`src/rtl/eth_stream_pkg.sv`:
```
// Shared types for packet-granular stream arbitration: flit layout and arbiter FSM states.
package eth_stream_pkg;

    localparam int ETH_DATA_W = 64;
    localparam int ETH_KEEP_W = ETH_DATA_W / 8;

    typedef struct packed {
        logic [ETH_DATA_W-1:0] data;
        logic [ETH_KEEP_W-1:0] keep;
        logic                  last;
    } flit_t;

    typedef enum logic {
        IDLE = 1'b0,
        LOCK = 1'b1
    } arb_state_t;

endpackage

```
`src/rtl/eth_stream_pkt_arbiter_rr_pick.sv`:
```
// Round-robin priority encoder: first asserted req at or after ptr, wrapping modulo N.
// Purely combinational, 0-cycle latency; no backpressure of its own.
module rr_pick #(
    parameter int N     = 4,
    parameter int IDX_W = $clog2(N)
) (
    input  logic [N-1:0]     req,
    input  logic [IDX_W-1:0] ptr,
    output logic [IDX_W-1:0] gnt_idx,
    output logic             gnt_vld
);

    logic [N-1:0]     w_rot;
    logic [IDX_W-1:0] w_off;
    logic [IDX_W:0]   w_sum;

    // Rotate so that bit 0 is the request at ptr; the lowest set bit is the winner.
    assign w_rot = N'({req, req} >> ptr);

    always_comb begin
        w_off = '0;
        for (int i = N - 1; i >= 0; i--) begin
            if (w_rot[i]) begin
                w_off = IDX_W'(i);
            end
        end
    end

    assign w_sum   = {1'b0, ptr} + {1'b0, w_off};
    assign gnt_idx = (w_sum >= (IDX_W+1)'(N)) ? IDX_W'(w_sum - (IDX_W+1)'(N))
                                               : w_sum[IDX_W-1:0];
    assign gnt_vld = |req;

endmodule

```
`src/rtl/eth_stream_pkt_arbiter.sv`:
```
// Packet-granular round-robin arbiter muxing NUM_IN flit streams onto one output.
// 0-cycle pass-through while locked, 1 arbitration bubble per packet; READY routed only to the granted input.
module eth_stream_pkt_arbiter
    import eth_stream_pkg::*;
#(
    parameter int NUM_IN = 4,
    parameter int DATA_W = 64,
    parameter int CNT_W  = 32
) (
    input  logic                         ap_clk,
    input  logic                         ap_rst,
    input  logic [NUM_IN*DATA_W-1:0]     stream_in_DATA,
    input  logic [NUM_IN*DATA_W/8-1:0]   stream_in_KEEP,
    input  logic [NUM_IN-1:0]            stream_in_LAST,
    input  logic [NUM_IN-1:0]            stream_in_VALID,
    output logic [NUM_IN-1:0]            stream_in_READY,
    output logic [DATA_W-1:0]            stream_out_DATA,
    output logic [DATA_W/8-1:0]          stream_out_KEEP,
    output logic                         stream_out_LAST,
    output logic                         stream_out_VALID,
    input  logic                         stream_out_READY,
    output logic [$clog2(NUM_IN)-1:0]    grant_id,
    output logic                         busy,
    output logic [CNT_W-1:0]             pkt_count
);

    localparam int KEEP_W = DATA_W / 8;
    localparam int IDX_W  = $clog2(NUM_IN);

    arb_state_t       r_state;
    arb_state_t       w_next_state;
    logic [IDX_W-1:0] r_grant_id;
    logic [IDX_W-1:0] r_rr_ptr;
    logic [IDX_W-1:0] w_pick_idx;
    logic             w_pick_vld;
    logic [CNT_W-1:0] r_pkt_count;

    logic [DATA_W-1:0] w_in_data [NUM_IN];
    logic [KEEP_W-1:0] w_in_keep [NUM_IN];
    logic              w_lock;
    logic              w_sel_vld;
    logic              w_sel_last;
    logic              w_accept;

    for (genvar g = 0; g < NUM_IN; g++) begin : g_unpack
        assign w_in_data[g] = stream_in_DATA[g*DATA_W +: DATA_W];
        assign w_in_keep[g] = stream_in_KEEP[g*KEEP_W +: KEEP_W];
    end

    rr_pick #(
        .N     (NUM_IN),
        .IDX_W (IDX_W)
    ) u_rr_pick (
        .req     (stream_in_VALID),
        .ptr     (r_rr_ptr),
        .gnt_idx (w_pick_idx),
        .gnt_vld (w_pick_vld)
    );

    // Reset gates the mux so a packet cut short by reset never leaks a beat.
    assign w_lock     = (r_state == LOCK) && !ap_rst;
    assign w_sel_vld  = stream_in_VALID[r_grant_id];
    assign w_sel_last = stream_in_LAST[r_grant_id];
    assign w_accept   = w_lock && w_sel_vld && stream_out_READY;

    always_comb begin
        w_next_state     = r_state;
        stream_in_READY  = '0;
        stream_out_DATA  = '0;
        stream_out_KEEP  = '0;
        stream_out_LAST  = 1'b0;
        stream_out_VALID = 1'b0;

        case (r_state)
            IDLE:    if (w_pick_vld) w_next_state = LOCK;
            LOCK:    if (w_accept && w_sel_last) w_next_state = IDLE;
            default: w_next_state = IDLE;
        endcase

        if (w_lock) begin
            stream_out_DATA             = w_in_data[r_grant_id];
            stream_out_KEEP             = w_in_keep[r_grant_id];
            stream_out_LAST             = w_sel_last;
            stream_out_VALID            = w_sel_vld;
            stream_in_READY[r_grant_id] = stream_out_READY;
        end
    end

    always_ff @(posedge ap_clk) begin
        if (ap_rst) begin
            r_state     <= IDLE;
            r_grant_id  <= '0;
            r_rr_ptr    <= '0;
            r_pkt_count <= '0;
        end else begin
            r_state <= w_next_state;
            if (r_state == IDLE && w_pick_vld) begin
                r_grant_id <= w_pick_idx;
            end
            if (w_accept && w_sel_last) begin
                r_rr_ptr    <= (r_grant_id == IDX_W'(NUM_IN - 1)) ? '0 : r_grant_id + IDX_W'(1);
                r_pkt_count <= r_pkt_count + CNT_W'(1);
            end
        end
    end

    assign grant_id  = r_grant_id;
    assign busy      = w_lock;
    assign pkt_count = r_pkt_count;

endmodule

```
`config.mk`:
```
export PLATFORM = sky130hd
export DESIGN_NAME = eth_stream_pkt_arbiter
export DESIGN_NICKNAME = d
export VERILOG_FILES = /design/src/rtl/eth_stream_pkg.sv /design/src/rtl/eth_stream_pkt_arbiter_rr_pick.sv /design/src/rtl/eth_stream_pkt_arbiter.sv
export SDC_FILE = /design/constraint.sdc
export NUM_CORES = 1
export LEC_CHECK = 0
export CAP_MARGIN = 30
export CORE_AREA = 2 2 159 161
export CTS_CLUSTER_SIZE = 40
export DETAILED_ROUTE_END_ITERATION = 8
export DIE_AREA = 0 0 161 163
export PLACE_DENSITY_LB_ADDON = 0.15
export SYNTH_ARGS = -nofsm -noshare
export SYNTH_HDL_FRONTEND = slang
export SYNTH_SLANG_ARGS = --single-unit
```
`constraint.sdc`:
```
create_clock -name ap_clk -period 3.2 [get_ports ap_clk]
set_input_delay 0.64 -clock ap_clk [delete_from_list [all_inputs] [get_ports ap_clk]]
set_output_delay 0.64 -clock ap_clk [all_outputs]
set_load 0.005 [all_outputs]
```
Word level (Yosys, flattened, before mapping)
Index checks and enable logic that the tools add are counted.
{"block": "word_totals", "ff_bits": 37, "input_bits": 299, "output_inout_bits": 113, "wordCells": 51}
{"block": "op_classes", "addsub": 4, "order_cmp": 4, "eq_ne": 1, "n_shift": 1, "muxes": 26, "n_bitwise": 3, "reduce_logical": 8}
{"cell": "$mux W64", "count": 3}
{"cell": "$bmux W64 S2", "count": 1}
{"cell": "$add A32 B1 Y32 const B", "count": 1}
{"cell": "$mux W8", "count": 3}
{"cell": "$bmux W8 S2", "count": 1}
{"cell": "$mux W2", "count": 6}
{"cell": "$shr A8 B2 Y4", "count": 1}
{"cell": "$mux W1", "count": 7}
{"cell": "$ge A3 B3 Y1 const B", "count": 2}
{"cell": "$logic_and A1 B1 Y1", "count": 6}
{"cell": "$and A4 B4 Y4", "count": 1}
{"cell": "$bmux W1 S2", "count": 2}
{"cell": "$mux W4", "count": 1}
{"cell": "$reduce_or A4 Y1", "count": 1}
{"cell": "$add A2 B2 Y3", "count": 1}
{"cell": "$lt A2 B3 Y1 const B", "count": 1}
{"cell": "$not A2 Y3", "count": 1}
{"cell": "$add A2 B1 Y2 const B", "count": 1}
{"cell": "$demux W1 S2", "count": 1}
{"cell": "$eq A2 B2 Y1 const B", "count": 1}
{"cell": "$ge A2 B1 Y1 const B", "count": 1}
{"cell": "$pmux W1 S2", "count": 1}
{"cell": "$sub A2 B1 Y2 const B", "count": 1}
{"cell": "$logic_not A1 Y1", "count": 1}
{"cell": "$not A1 Y1", "count": 1}

Logic depth before layout (Yosys ltp)
{"block": "logic_depth", "word_depth": 8, "depth_mapped": 9}

Modules after synthesis
From an unflattened synthesis, not the netlist that was laid out.
{"block": "unflattened", "cells_unflattened": 421, "hier_area_um2": 4236.6}
{"module": "eth_stream_pkt_arbiter", "instances": 1, "cells_per_inst": 394, "area_each_um2": 4057.6}
{"module": "rr_pick", "instances": 1, "cells_per_inst": 27, "area_each_um2": 178.9}

Worst setup path after synthesis
Ideal clock, no wire load.
{"block": "synth_timing", "path_kind": "register -> output", "startpoint": "register r_grant_id[0] (netlist: grant_id[0])", "endpoint": "output stream_out_DATA[10]", "arrival_ns": 1.784, "path_slack_ns": 0.776, "stages_incl_launch_ff": 5, "path_buffers": 2, "cell_sequence": "dfxtp_1 -> buf_2 -> buf_1 -> mux4_2 -> and2_1"}
{"block": "synth_between", "elab_chain_cells": 5}
{"item": "start, declared", "line": "eth_stream_pkt_arbiter.sv:32", "text": "logic [IDX_W-1:0] r_grant_id;"}
{"item": "start signal, assigned", "line": "eth_stream_pkt_arbiter.sv:98", "text": "r_grant_id <= w_pick_idx;"}
{"item": "$not A2 Y3 (implied by the code)", "line": "eth_stream_pkt_arbiter.sv:81", "text": "stream_out_DATA = w_in_data[r_grant_id];"}
{"item": "$bmux W64 S2", "line": "eth_stream_pkt_arbiter.sv:81"}
{"item": "$mux W64 (implied by the code) (2 in series)", "line": "eth_stream_pkt_arbiter.sv:81"}
{"item": "$mux W64", "line": "eth_stream_pkt_arbiter.sv:80", "text": "if (w_lock) begin"}
{"item": "end, declared", "line": "eth_stream_pkt_arbiter.sv:17", "text": "output logic [DATA_W-1:0] stream_out_DATA,"}
No other way between the ends. The select of a mux whose other input is x is not followed.

Worst setup path after layout
{"block": "layout_timing", "startpoint": "input ap_rst", "endpoint": "output stream_out_DATA[42]"}
{"block": "layout_between", "elab_chain_cells": 3}
{"item": "start, declared", "line": "eth_stream_pkt_arbiter.sv:11", "text": "input logic ap_rst,"}
{"item": "$logic_not A1 Y1", "line": "eth_stream_pkt_arbiter.sv:61", "text": "assign w_lock = (r_state == LOCK) && !ap_rst;"}
{"item": "$logic_and A1 B1 Y1", "line": "eth_stream_pkt_arbiter.sv:61"}
{"item": "$mux W64", "line": "eth_stream_pkt_arbiter.sv:80"}
No other way between the ends.

==> reports/results.txt <==
status = finished, final reports clean
Min Clock Period, post-route = 2.985 ns
register area share after synthesis = 17.82%
Worst path max stage delay = 0.53 ns
pin count of the biggest net entering global routing = 48
Final Non-Filler Cells = 1128
Worst Hold Path EP = pkt_count[29]$_SDFFE_PP0N_
Worst Skew = 0.007177 ns
Worst-Skew Late Latency = 0.28 ns
critical path data arrival time = 2.35 ns
WHS Path Cells = 2
mux cell area share after synthesis = 41.09%
clock buffer depth = 2
DR vias = 4879
synthesized area = 4156 um^2
Clock Power Share = 24.8%
Slew HR = 56.00%
ANT nets after route = 0
clock sinks = 37
Cells after DPL = 1118
CTS resizes = 0
HP Class = flip-flop to flip-flop
Critical Path RT = 2.56 ns
Mapped Nets = 703
Worst path slowest cell = clkdlybuf4s50_1
layout cells sized above 1 = 12.96%
r2r setup slk = 0.87 ns
Startpoint Class = primary input
final setup fails = 0
Initial Util = 16.85%
#FFs+latches synth = 37
first-pass GRT wire length = 33220 um
Crit. End Element = output port
filler cell count = 2505
VDD IR max = 0.2677 mV
share of the synthesized area in the top cell type = 40.10%
XOR/XNOR Fraction of Synth Area = 5.689%
Final WS setup = 0.2145 ns
period utilization = 93.30%
fin area = 8876 um^2
final setup TNS = 0 ns
IO Port Bufs = 411
syn_area_per_cell = 10.44 um^2
switching share of total power = 25.43%
Total GRT Usage = 16.84%
initial antenna violation count = 5
vias in the first global route = 4951
# rows = 58
Pint = 1.424 mW
placeable core area = 24670 um^2
hold path start = pkt_count[29]$_SDFFE_PP0N_
# IOs = 412
Fin. Hold Viols = 0
CTS tree = built
Die Y-Extent = 163 um
largest area contributor in the netlist = mux4_2
vias per cell = 4.325
Overflow after GRT = 0
worst setup path start = ap_rst
Avg WL per Cell = 20.76 um
placed cell areas = 8735 um^2
Power Density = 215.2 nW/um^2
post-synth cell types = 37
Synth Area in Simple Gates = 25.65%
Syn. warnings = 0
final weighted congestion in routability-driven placement = 0.8352
Cells after Synth = 398
postcts setup bufs = 0
pin slew with the least headroom to its limit = 0.6550 ns
sw power = 0.4857 mW
CTS buffer count = 5
worst r2r src = grant_id[0]$_SDFFE_PP0P_
post-synthesis compound-gate area fraction = 3.672%
synthesis-to-finish area growth = 113.5%
chip width = 161 um
WHS = 0.5098 ns
Reg2Reg Depth = 6
clk root buf = clkbuf_16
Max H-tree Level = 2
Pleak = 3.035 nW
fmax = 0.3350 GHz
Post-CTS Hold Fix Bufs = 0
CP max FO = 45
Place WS = 0.2055 ns
Worst-path clk slew = 0.05 ns
leading post-synthesis cells by cell area = mux4_2 40%, dfxtp_1 18%, and2_1 12%
final net count = 1100
Max Cap Viol = 0
final wirelength = 23420 um
adder-cell share of the synthesized area = 1.806%
Reg power frac = 25.3%
CP Cell Sequence = clkdlybuf4s50_1, nor2b_4, buf_12, and2_1, clkdlybuf4s50_1
Worst Setup Path Type = primary input to output port
largest family of logic cells by synthesized area = multiplexers
initial DRC count = 234
Gate power share = 49.9%
RSZ-0062 raised after global routing = no
r2r endpoint = pkt_count[31]$_SDFFE_PP0N_
die area = 26240 um^2
Max Slew Vio Count = 0
first-pass detailed-route iteration total = 4
DRC viols = 0
post-DP HPWL = 19150 um
Worst path most repeated cell = clkdlybuf4s50_1
## cells in the mapped netlist, drive strengths merged
library cell and n:
or2 1, nor4 4, or3 4, mux4 74, and2 78, nor2b 2, o21bai 4, nand2 10
nor2 35, and3 6, or4 1, o21ai 5, o31ai 1, o311a 1, a311oi 1, a21oi 11
buf 14, nor3 7, xnor2 9, a211oi 1, inv 7, nand4 14, a32oi 1, and4 4
xor2 18, clkbuf 22, dfxtp 37, ha 6, and3b 1, nand3 14, nand4b 1, mux2 1
mux2i 3
## power by group through the flow
| stage | sequential (mW) | clock, mW | combinational [mW] |
|---|---|---|---|
| 2_1_floorplan | 0.480 | 0 | 0.379 |
| 3_3_place_gp | 0.495 | 0 | 0.963 |
| 4_1_cts | 0.485 | 0.487 | 0.970 |
| 6_report | 0.483 | 0.473 | 0.954 |
| 5_1_grt | 0.485 | 0.497 | 1.02 |
| 3_5_place_dp | 0.495 | 0 | 0.962 |
## worst max path at each step
stage,cells after the start,endpoint,slack [ns]
after global routing,5,stream_out_DATA[42],0.15
after global placement,5,stream_out_DATA[42],0.23
final,5,stream_out_DATA[42],0.21
after CTS,5,stream_out_DATA[42],0.20
after detailed placement,5,stream_out_DATA[42],0.21
after floorplan,4,stream_out_DATA[10],0.78
## sequential cells by signal, indices dropped and copies added (netlist names)
register   flops
grant_id       2
pkt_count     32
r_state        1
r_rr_ptr       2
## layer usage
layer	part of all wire (%)	GRT usage (%)	vias to the layer above
met1	40	20.66	2376
met5	0.056	0	-
met4	1.3	3.044	2
met3	7.4	4.202	15
li1	-	-	2301
met2	51	30.14	185
## critical path: cells and delay by family
| family | cells | cell delay (ns) |
|---|---|---|
| buffers and inverters | 3 | 1.24 |
| and+or+nand+nor | 2 | 0.45 |
## layout by cell type, fill, tap and decap left out, drive strengths merged
cell type      instances
a211oi                 1
a21oi                 11
a311oi                 1
a32oi                  1
and2                  78
and3                   6
and3b                  1
and4                   4
buf                   15
clkbuf                 6
clkdlybuf4s50        411
clkinv                 1
dfxtp                 37
diode                  3
ha                     6
inv                    7
mux2                   1
mux2i                  3
mux4                  74
nand2                 10
nand3                 14
nand4                 14
nand4b                 1
nor2                  35
nor2b                  2
nor3                   7
nor4                   4
o21ai                  5
o21bai                 4
o311a                  1
o31ai                  1
or2                    1
or3                    4
or4                    1
xnor2                  9
xor2                  18
## final cells by class
| type | count | area (um^2) | area share [%] |
|---|---|---|---|
| diodes | 3 | 7.507 | 0.08458 |
| clock buffers | 6 | 128.9 | 1.452 |
| clock inverters | 1 | 5.005 | 0.05639 |
| inverters | 7 | 26.28 | 0.2960 |
| multi-input cells | 318 | 3246 | 36.57 |
| flip-flops and latches | 37 | 748.2 | 8.430 |
| well taps | 330 | 412.9 | 4.652 |
| repair buffers | 426 | 4302 | 48.46 |
## cells by family (layout without fill, tap and decap cells)
group,count (synthesis),in the layout
XOR/XNOR,27,27
other,0,3
AO/OA/AOI/OAI,25,25
multiplexers,78,78
flip-flops,37,37
buffers and inverters,43,440
AND/OR/NAND/NOR,182,182
adder cells (fa/ha/maj),6,6
## metrics by stage
step           utilization, %  power [mW]
2_1_floorplan               -      0.8595
3_5_place_dp            35.40       1.457
3_3_place_gp            35.40       1.458
4_1_cts                 35.94       1.942
5_1_grt                 35.95       1.999
6_report                35.97       1.910
(Power assumes the default switching activity.)
